[config.mk]
export PLATFORM = sky130hd
export DESIGN_NAME = pc_sequencer
export DESIGN_NICKNAME = d
export VERILOG_FILES = /design/src/rtl/pc_sequencer_pkg.sv /design/src/rtl/pc_sequencer.sv
export SDC_FILE = /design/constraint.sdc
export NUM_CORES = 1
export LEC_CHECK = 0
export ABC_AREA = 1
export CORE_AREA = 2 2 104 106
export DETAILED_ROUTE_END_ITERATION = 6
export DIE_AREA = 0 0 106 108
export HOLD_SLACK_MARGIN = 0.1
export PLACE_DENSITY = 0.86
export SLEW_MARGIN = 20
export SYNTH_ARGS = -nofsm -noshare
export SYNTH_HDL_FRONTEND = slang
export SYNTH_SLANG_ARGS = --single-unit
export TNS_END_PERCENT = 20
[constraint.sdc]
create_clock -name clk -period 2.1 [get_ports clk]
set_input_delay 0.63 -clock clk [delete_from_list [all_inputs] [get_ports clk]]
set_output_delay 0.63 -clock clk [all_outputs]
set_load 0.05 [all_outputs]
[src/rtl/pc_sequencer_pkg.sv]
// ----------------------------------------------------------------------------
// pc_sequencer_pkg
//
// Shared CPU definitions for the instruction-fetch PC sequencer. The reset
// and exception-vector constants are also consumed by CP0, so they live here
// rather than inside the sequencer.
//
// Contents:
//   CPU_RESET_PC       - address fetched first after reset
//   CPU_EXC_VECTOR     - common exception entry address
//   PC_STEP            - sequential fetch increment (one 32-bit word)
//   pc_seq_state_e     - sequencer state encoding (RUN / PEND / DRAIN)
//   pick_exc_target()  - exception-vs-eret redirect priority
// ----------------------------------------------------------------------------
package pc_sequencer_pkg;

    localparam logic [31:0] CPU_RESET_PC   = 32'h0040_0000;
    localparam logic [31:0] CPU_EXC_VECTOR = 32'h0040_0004;
    localparam logic [31:0] PC_STEP        = 32'h0000_0004;

    // RUN   : normal sequential / redirected fetch
    // PEND  : branch accepted, its delay slot has not fired yet
    // DRAIN : exception/eret redirect waits for the in-flight fetch
    typedef enum logic [1:0] {
        RUN   = 2'd0,
        PEND  = 2'd1,
        DRAIN = 2'd2
    } pc_seq_state_e;

    // An exception always beats an eret committing in the same cycle.
    function automatic logic [31:0] pick_exc_target(
        input logic        exc_req,
        input logic [31:0] epc,
        input logic [31:0] exc_vector
    );
        return exc_req ? exc_vector : epc;
    endfunction

endpackage

[src/rtl/pc_sequencer.sv]
// ----------------------------------------------------------------------------
// pc_sequencer
//
// Owns the program counter of the 5-stage MIPS pipeline and sequences
// instruction fetch. The next PC is chosen between sequential +4, a branch
// redirect resolved in ID, exception entry and eret return. Single
// delay-slot semantics are kept across ID stalls and a variable-latency
// instruction memory: a redirect only takes effect once the delay-slot word
// has actually been handed to IF/ID.
//
// Ports:
//   clk           in   clock, all state updates on the rising edge
//   rst_n         in   synchronous active-low reset
//   stall_id      in   hazard unit holds IF/ID, fetched word not consumed
//   id_valid      in   ID holds a real instruction
//   is_branch     in   ID instruction redirects the PC
//   branch_pc     in   redirect target from the branch resolver
//   exc_req       in   precise exception raised this cycle
//   eret_req      in   eret committing this cycle
//   epc           in   eret return address
//   imem_req      out  fetch request
//   imem_addr     out  fetch address (== pc)
//   imem_ready    in   instruction word valid for imem_addr this cycle
//   delay_slot_pc out  current pc, fed back to the branch resolver
//   if_valid      out  IF/ID latches the fetched word this cycle
//   if_id_flush   out  IF/ID loads a bubble this cycle
// ----------------------------------------------------------------------------
module pc_sequencer
    import pc_sequencer_pkg::*;
#(
    parameter logic [31:0] RESET_PC   = CPU_RESET_PC,
    parameter logic [31:0] EXC_VECTOR = CPU_EXC_VECTOR
) (
    input  logic        clk,
    input  logic        rst_n,
    input  logic        stall_id,
    input  logic        id_valid,
    input  logic        is_branch,
    input  logic [31:0] branch_pc,
    input  logic        exc_req,
    input  logic        eret_req,
    input  logic [31:0] epc,
    output logic        imem_req,
    output logic [31:0] imem_addr,
    input  logic        imem_ready,
    output logic [31:0] delay_slot_pc,
    output logic        if_valid,
    output logic        if_id_flush
);

    // ------------------------------------------------------------------
    // State
    // ------------------------------------------------------------------
    pc_seq_state_e state_q, state_d;
    logic [31:0]   pc_q, pc_d;
    logic [31:0]   pend_pc_q, pend_pc_d;
    logic          pend_valid_q, pend_valid_d;
    logic          req_en_q, req_en_d;

    // ------------------------------------------------------------------
    // Decoded events
    // ------------------------------------------------------------------
    logic        exc_any;
    logic [31:0] exc_target;
    logic        fire;
    logic        br_acc;
    logic        flush;

    always_comb begin
        exc_any    = exc_req | eret_req;
        exc_target = pick_exc_target(exc_req, epc, EXC_VECTOR);

        // In DRAIN the returning word belongs to the abandoned stream and is
        // never delivered to IF/ID.
        fire   = req_en_q & imem_ready & ~stall_id & (state_q != DRAIN);

        // Branches are only accepted from RUN; in PEND the delay slot has not
        // left IF yet, so nothing in ID can be a new branch.
        br_acc = id_valid & is_branch & ~stall_id & (state_q == RUN);

        // Flush is qualified by rst_n so a reset cycle never emits a bubble
        // request, and suppressed in DRAIN where IF/ID was already flushed.
        flush  = rst_n & exc_any & (state_q != DRAIN);
    end

    // ------------------------------------------------------------------
    // Outputs
    // ------------------------------------------------------------------
    always_comb begin
        imem_req      = req_en_q;
        imem_addr     = pc_q;
        delay_slot_pc = pc_q;
        if_id_flush   = flush;
        // A word fetched in the same cycle as an exception must not enter ID.
        if_valid      = fire & ~flush;
    end

    // ------------------------------------------------------------------
    // Next-PC mux and FSM
    // ------------------------------------------------------------------
    always_comb begin
        state_d      = state_q;
        pc_d         = pc_q;
        pend_pc_d    = pend_pc_q;
        pend_valid_d = pend_valid_q;
        req_en_d     = 1'b1;

        if (exc_any) begin
            // Exception/eret overrides any pending branch target. If the
            // current fetch has completed we can redirect immediately,
            // otherwise wait in DRAIN for the memory to let go.
            pend_pc_d    = exc_target;
            pend_valid_d = 1'b0;
            if (imem_ready) begin
                pc_d    = exc_target;
                state_d = RUN;
            end else begin
                state_d = DRAIN;
            end
        end else begin
            case (state_q)
                RUN: begin
                    if (br_acc && fire) begin
                        // Word fired this cycle is the delay slot.
                        pc_d = branch_pc;
                    end else if (br_acc) begin
                        pend_pc_d    = branch_pc;
                        pend_valid_d = 1'b1;
                        state_d      = PEND;
                    end else if (fire) begin
                        pc_d = pc_q + PC_STEP;
                    end
                end

                PEND: begin
                    if (fire && pend_valid_q) begin
                        pc_d         = pend_pc_q;
                        pend_valid_d = 1'b0;
                        state_d      = RUN;
                    end
                end

                DRAIN: begin
                    if (imem_ready) begin
                        pc_d    = pend_pc_q;
                        state_d = RUN;
                    end
                end

                default: begin
                    state_d      = RUN;
                    pend_valid_d = 1'b0;
                end
            endcase
        end
    end

    always_ff @(posedge clk) begin
        if (!rst_n) begin
            state_q      <= RUN;
            pc_q         <= RESET_PC;
            pend_pc_q    <= 32'h0;
            pend_valid_q <= 1'b0;
            req_en_q     <= 1'b0;
        end else begin
            state_q      <= state_d;
            pc_q         <= pc_d;
            pend_pc_q    <= pend_pc_d;
            pend_valid_q <= pend_valid_d;
            req_en_q     <= req_en_d;
        end
    end

endmodule

# --- Word level (Yosys, flattened, before mapping) ---
# Cells that the tools add are included.
word_totals:
  reg_bits: 68
  word_cells: 71
op_classes:
  n_eq_ne: 15
  n_addsub: 1
  n_mux: 25
  n_bitwise: 14
  reduce_logical: 11
ops:
  columns: ["operator", "n"]
  rows:
  - ["32-bit two-way mux", 12]
  - ["32-bit case mux with 3 select lines", 1]
  - ["32-bit by 3-bit adder with 32-bit output (second input constant)", 1]
  - ["2-bit inequality test (second input constant)", 7]
  - ["2-bit two-way mux", 6]
  - ["3-bit inequality test (second input constant)", 4]
  - ["1-bit bitwise AND", 9]
  - ["4-bit by 3-bit inequality test with 1-bit output (second input constant)", 2]
  - ["4-bit AND reduction", 2]
  - ["2-bit case mux with 3 select lines", 1]
  - ["6-bit AND reduction", 1]
  - ["1-bit two-way mux", 4]
  - ["1-bit NOT", 4]
  - ["2-bit nonzero test", 2]
  - ["4-bit nonzero test", 1]
  - ["1-bit case mux with 3 select lines", 1]
  - ["3-bit AND reduction", 1]
  - ["2-bit by 1-bit equality test with 1-bit output (second input constant)", 1]
  - ["2-bit equality test (second input constant)", 1]
  - ["1-bit logical AND", 2]
  - ["2-bit logical NOT", 1]
  - ["2-bit OR reduction", 1]
  - ["1-bit OR", 1]

# --- Logic depth before layout (Yosys ltp) ---
logic_depth:
  ltp_word: 8
  mapped_depth: 14
  depth_no_buf: 14

# --- Worst setup path after synthesis ---
# No wires, ideal clock.
synth_timing:
  kind: "input-to-output"
  startpoint: "input eret_req"
  endpoint: "output if_valid"
  t_arrival_ns: 2.697
  required_time_ns: 1.470
  path_slack_ns: -1.227
  path_stages: 5
  n_path_buf: 2
  path_cell_list: "buf_2 > nor2_8 > buf_2 > nor3_1 > nor2_1"
synth_between:
  elab_chain_len: 5
synth_lines:
  columns: ["element", "line_no", "source"]
  rows:
  - ["from (decl)", "pc_sequencer.sv:41", "input logic eret_req,"]
  - ["1-bit OR", "pc_sequencer.sv:70", "exc_any = exc_req | eret_req;"]
  - ["1-bit bitwise AND (2 in series)", "pc_sequencer.sv:83", "flush = rst_n & exc_any & (state_q != DRAIN);"]
  - ["via if_id_flush", "pc_sequencer.sv:48", "output logic if_id_flush"]
  - ["1-bit NOT", "pc_sequencer.sv:95", "if_valid = fire & ~flush;"]
  - ["1-bit bitwise AND", "pc_sequencer.sv:95", null]
  - ["to (decl)", "pc_sequencer.sv:47", "output logic if_valid,"]
# The timed path passes the listed nets, and every way through them passes these cells.

# --- Final worst setup path ---
layout_timing:
  startpoint: "input exc_req"
  endpoint: "output if_id_flush"
layout_between:
  elab_chain_len: 3
layout_lines:
  columns: ["element", "line_no", "source"]
  rows:
  - ["from (decl)", "pc_sequencer.sv:40", "input logic exc_req,"]
  - ["1-bit OR", "pc_sequencer.sv:70", null]
  - ["1-bit bitwise AND (2 in series)", "pc_sequencer.sv:83", null]
  - ["to (decl)", "pc_sequencer.sv:48", null]
# Every way passes these cells.

==> impl.org <==
** Die
- The die is between 100 and 150 um tall.
- Die Area :: roughly 11000 um2
- Io pins :: 139
- Starting utilization of the core area :: 0.4765
- Standard-cell rows :: 37
- The die is between 100 and 150 um wide.
- The core region is slightly above 10000 um2.

** Setup path
- Startpoint types :: primary input
- At the worst endpoint, the required time is approximately 1.5 ns.
- Crit-path max FO :: 5
- Kind of end point of the critical path :: primary output
- By startpoint and endpoint, the worst setup path is classified as in2out.
- At the worst endpoint, the arrival time is around 1.5 ns.

** Synth
- The number of nets handed over by synthesis was 891.
- The synthesized design contains 0 enable-type register cells.
- Ranking of synthesized cells by area :: sky130_fd_sc_hd__dfxtp_1 (28%), sky130_fd_sc_hd__nand2_1 (15%), sky130_fd_sc_hd__nor2_1 (13%), sky130_fd_sc_hd__o21ai_0 (5.9%), sky130_fd_sc_hd__buf_4 (5.5%)
- Main synth FF type :: sky130_fd_sc_hd__dfxtp_1
- For this run, the register share of the synthesized area comes to 0.2793.
- Share of flip-flops with an asynchronous set or reset after synthesis :: 0
- A synthesized cell averages ~6.0 um2.
- Synthesis handed over a netlist of 815 instances.
- The share of synthesized area in the top cell type comes to 0.2793.
- Mapped cell area :: 4875 um2
- The synthesized design spends more area on one cell type than any other, namely sky130_fd_sc_hd__dfxtp_1.
- Yosys warning total :: 0
- Synth cell types :: 33
- Register bit total from synthesis :: 68

** CTS
- The clock net in this run drives a total of between 60 and 70 sinks.
- Max Buffers Root-to-Sink :: 2
- Number of buffers inserted during clock tree synthesis :: 9
- Post-CTS Hold Fix Bufs :: 0
- Clock transition at the register clock pins on the worst setup and hold paths after CTS :: 0.08 ns
- Max H-tree Level :: 3
- TritonCTS built the clock tree.
- Clock latency on the worst-skew pair, taken at its later pin, is around 0.35 ns.
- CTS placed an instance of sky130_fd_sc_hd__clkbuf_8 at the clock tree root.

** Run
- Max-cap viol count :: 0

** Drt
- The count of nets left with antenna violations once routing finished came out at 0.
- Number of vias after detailed routing :: about 5600
- After detailed routing, the met3 layer carries approximately 1400 um of wire.
- Max layer used :: met4
- After detailed routing, the number of remaining DRC violations is 0.
- Mean number of vias per cell :: between 5 and 6
- TritonRoute pass-1 iters :: 7
- Routed met2 length :: about 6800 um
- Final routed wire length divided by cell count :: between 10 and 15 um
- Detailed-route wire length :: about 15000 um
- Violation count after the first detailed-routing iteration :: 375
- After detailed routing, the wire length on met1 is between 6000 and 7000 um.

** Global route
- The initial antenna violation count was 0.
- Entering global routing, the biggest net connects a little over 60 pins.
- Number of global-route vias before repair :: ~5200
- Summed over all layers, the global routing overflow is 0.
- Global Route Usage Sum :: 0.2643
- Wire length of the first global-routing pass :: ~25000 um

** Cells and area
- With fillers left out, the area of the finished cells amounts to 6449 um2.
- The library cell used most frequently in the layout, excluding fill and tap cells, is sky130_fd_sc_hd__nand2_1.
- The repair_antennas step left the layout with diodes totalling 0.
- Number of non-filler instances in the completed layout :: about 1100
- The net count of the finished layout is ~1000.
- Commonest non-fill, non-tap cells in the layout :: sky130_fd_sc_hd__nand2_1 (188), sky130_fd_sc_hd__nor2_1 (167), sky130_fd_sc_hd__buf_4 (94), sky130_fd_sc_hd__dfxtp_1 (67), sky130_fd_sc_hd__clkdlybuf4s50_1 (66)
- Relative to the synthesized area, the layout overhead comes to 32.29%.
- Share of final-layout standard cells stronger than drive strength 1 :: 0.1542

** STA
- Setup violations remaining at the end of the flow were counted as 0.
- Final hold viol count :: 0
- Setup repair after global routing could not meet its margin everywhere.
- The worst pin sits at a relative slew slack of 0.6178.
- Dividing the final minimum period by the clock period gives 0.9883.
- Worst-Margin Slew :: ~0.57 ns
- The number of slew-limit violations in the final report is 0.
- Worst-case hold slack :: between 0.4 and 0.5 ns
- Final min period :: 2.075 ns
- In the post-route analysis, the smallest setup slack over all paths is between 0.02 and 0.025 ns.
- Max frequency :: 0.4818 GHz
- Clk_skew :: ~0.011 ns

** Run status
- Run status :: finished, final reports clean

** Power and ir drop
- In this run the power density over the cells is about 630 nW/um2.
- Leakage :: around 2.9 nW
- Total design power :: around 0.004 W
- Worst supply voltage drop on vdd :: ~320 uV

** Placed design
- The congestion estimate from routability-driven global placement came to between 0.9 and 1.
- Final HPWL DP :: ~11000 um
- Before CTS, the worst setup slack after placement is -0.3789 ns.
- Port buffering added around 140 buffers.
- Once placement finished, the instance area stood at roughly 6200 um2.
- Counting tap cells, the placed design contains a total of between 1000 and 1500 instances.

** Min path
- Type of the tightest min-delay check :: reg2reg
[layout make-up]
type / instances / area, um2
clock inverter: 3 / 20.02
inverter: 70 / 266.5
sequential: 68 / 1363
multi-input combinational: 604 / 2853
tap: 136 / 170.2
fill: 917 / 3782
clock buffer: 13 / 168.9
timing repair buffer: 176 / 1608
[sequential cells by signal, indices dropped and copies added (netlist names)]
name and cells:
state_q 2, delay_slot_pc 32, pend_valid_q 1, imem_req 1, pend_pc_q 32
[final timing paths]
check | start | to | slack [ns] | cells after the start
max | exc_req | if_id_flush | 0.02 | 5
min | pend_pc_q[0] | pend_pc_q[0] | 0.47 | 2
max reg2reg | state_q[0] | delay_slot_pc[5] | 0.15 | 14
min reg2reg | pend_pc_q[0] | pend_pc_q[0] | 0.47 | 2
[critical path, stage by stage]
cell                              delay (ns)
sky130_fd_sc_hd__clkdlybuf4s15_1        0.28
sky130_fd_sc_hd__nor2_8                 0.08
sky130_fd_sc_hd__nor3_4                 0.19
sky130_fd_sc_hd__buf_6                  0.14
sky130_fd_sc_hd__buf_12                 0.12
[power by group]
part / internal (W) / switching [W] / leakage [nW] / total (W)
clock: 0.000524 / 0.000523 / 0.0917 / 0.00105
combinational: 0.000537 / 0.000929 / 2.20 / 0.00147
sequential: 0.00140 / 0.000127 / 0.563 / 0.00153
total: 0.00246 / 0.00158 / 2.86 / 0.00404
[what timing repair did]
| item | in CTS | in global routing |
|---|---|---|
| endpoints found under the setup margin | 4 | 13 |
| gates resized for setup | 14 | 4 |
| buffers inserted | 2 | 0 |
| pin swaps | 3 | 1 |
[metrics by stage]
step                  util  setup TNS (ns)
floorplan                -         -0.1331
CTS                 0.6293               0
finish              0.6303               0
global placement    0.6076          -14.94
global route        0.6303        -0.04372
detailed placement  0.6076          -16.22
[synthesized netlist by cell type (7+ instances only)]
cell type	instances
sky130_fd_sc_hd__buf_2	12
sky130_fd_sc_hd__nand3_1	37
sky130_fd_sc_hd__inv_1	64
sky130_fd_sc_hd__clkbuf_1	23
sky130_fd_sc_hd__buf_4	36
sky130_fd_sc_hd__nor2_2	7
sky130_fd_sc_hd__dfxtp_1	68
sky130_fd_sc_hd__o21ai_1	24
sky130_fd_sc_hd__nor2_1	168
sky130_fd_sc_hd__a21oi_1	44
sky130_fd_sc_hd__o21ai_0	57
sky130_fd_sc_hd__nand2_1	189
sky130_fd_sc_hd__nand3b_1	8
sky130_fd_sc_hd__a211oi_1	31
[layer usage]
layer  up-vias  track usage
met5         -            0
met4         0      0.08647
met3        25      0.05666
met2       269       0.4346
met1      2468       0.3472
li1       2843            -
[logic make-up after synthesis]
kind of cell,synth area share
adder cells (fa/ha/maj),0.01027
AO/OA/AOI/OAI,0.1982
flip-flops,0.2793
AND/OR/NAND/NOR,0.3532
XOR/XNOR,0.01617
buffers and inverters,0.1430
Note: power is estimated with default switching activity, not from simulation.
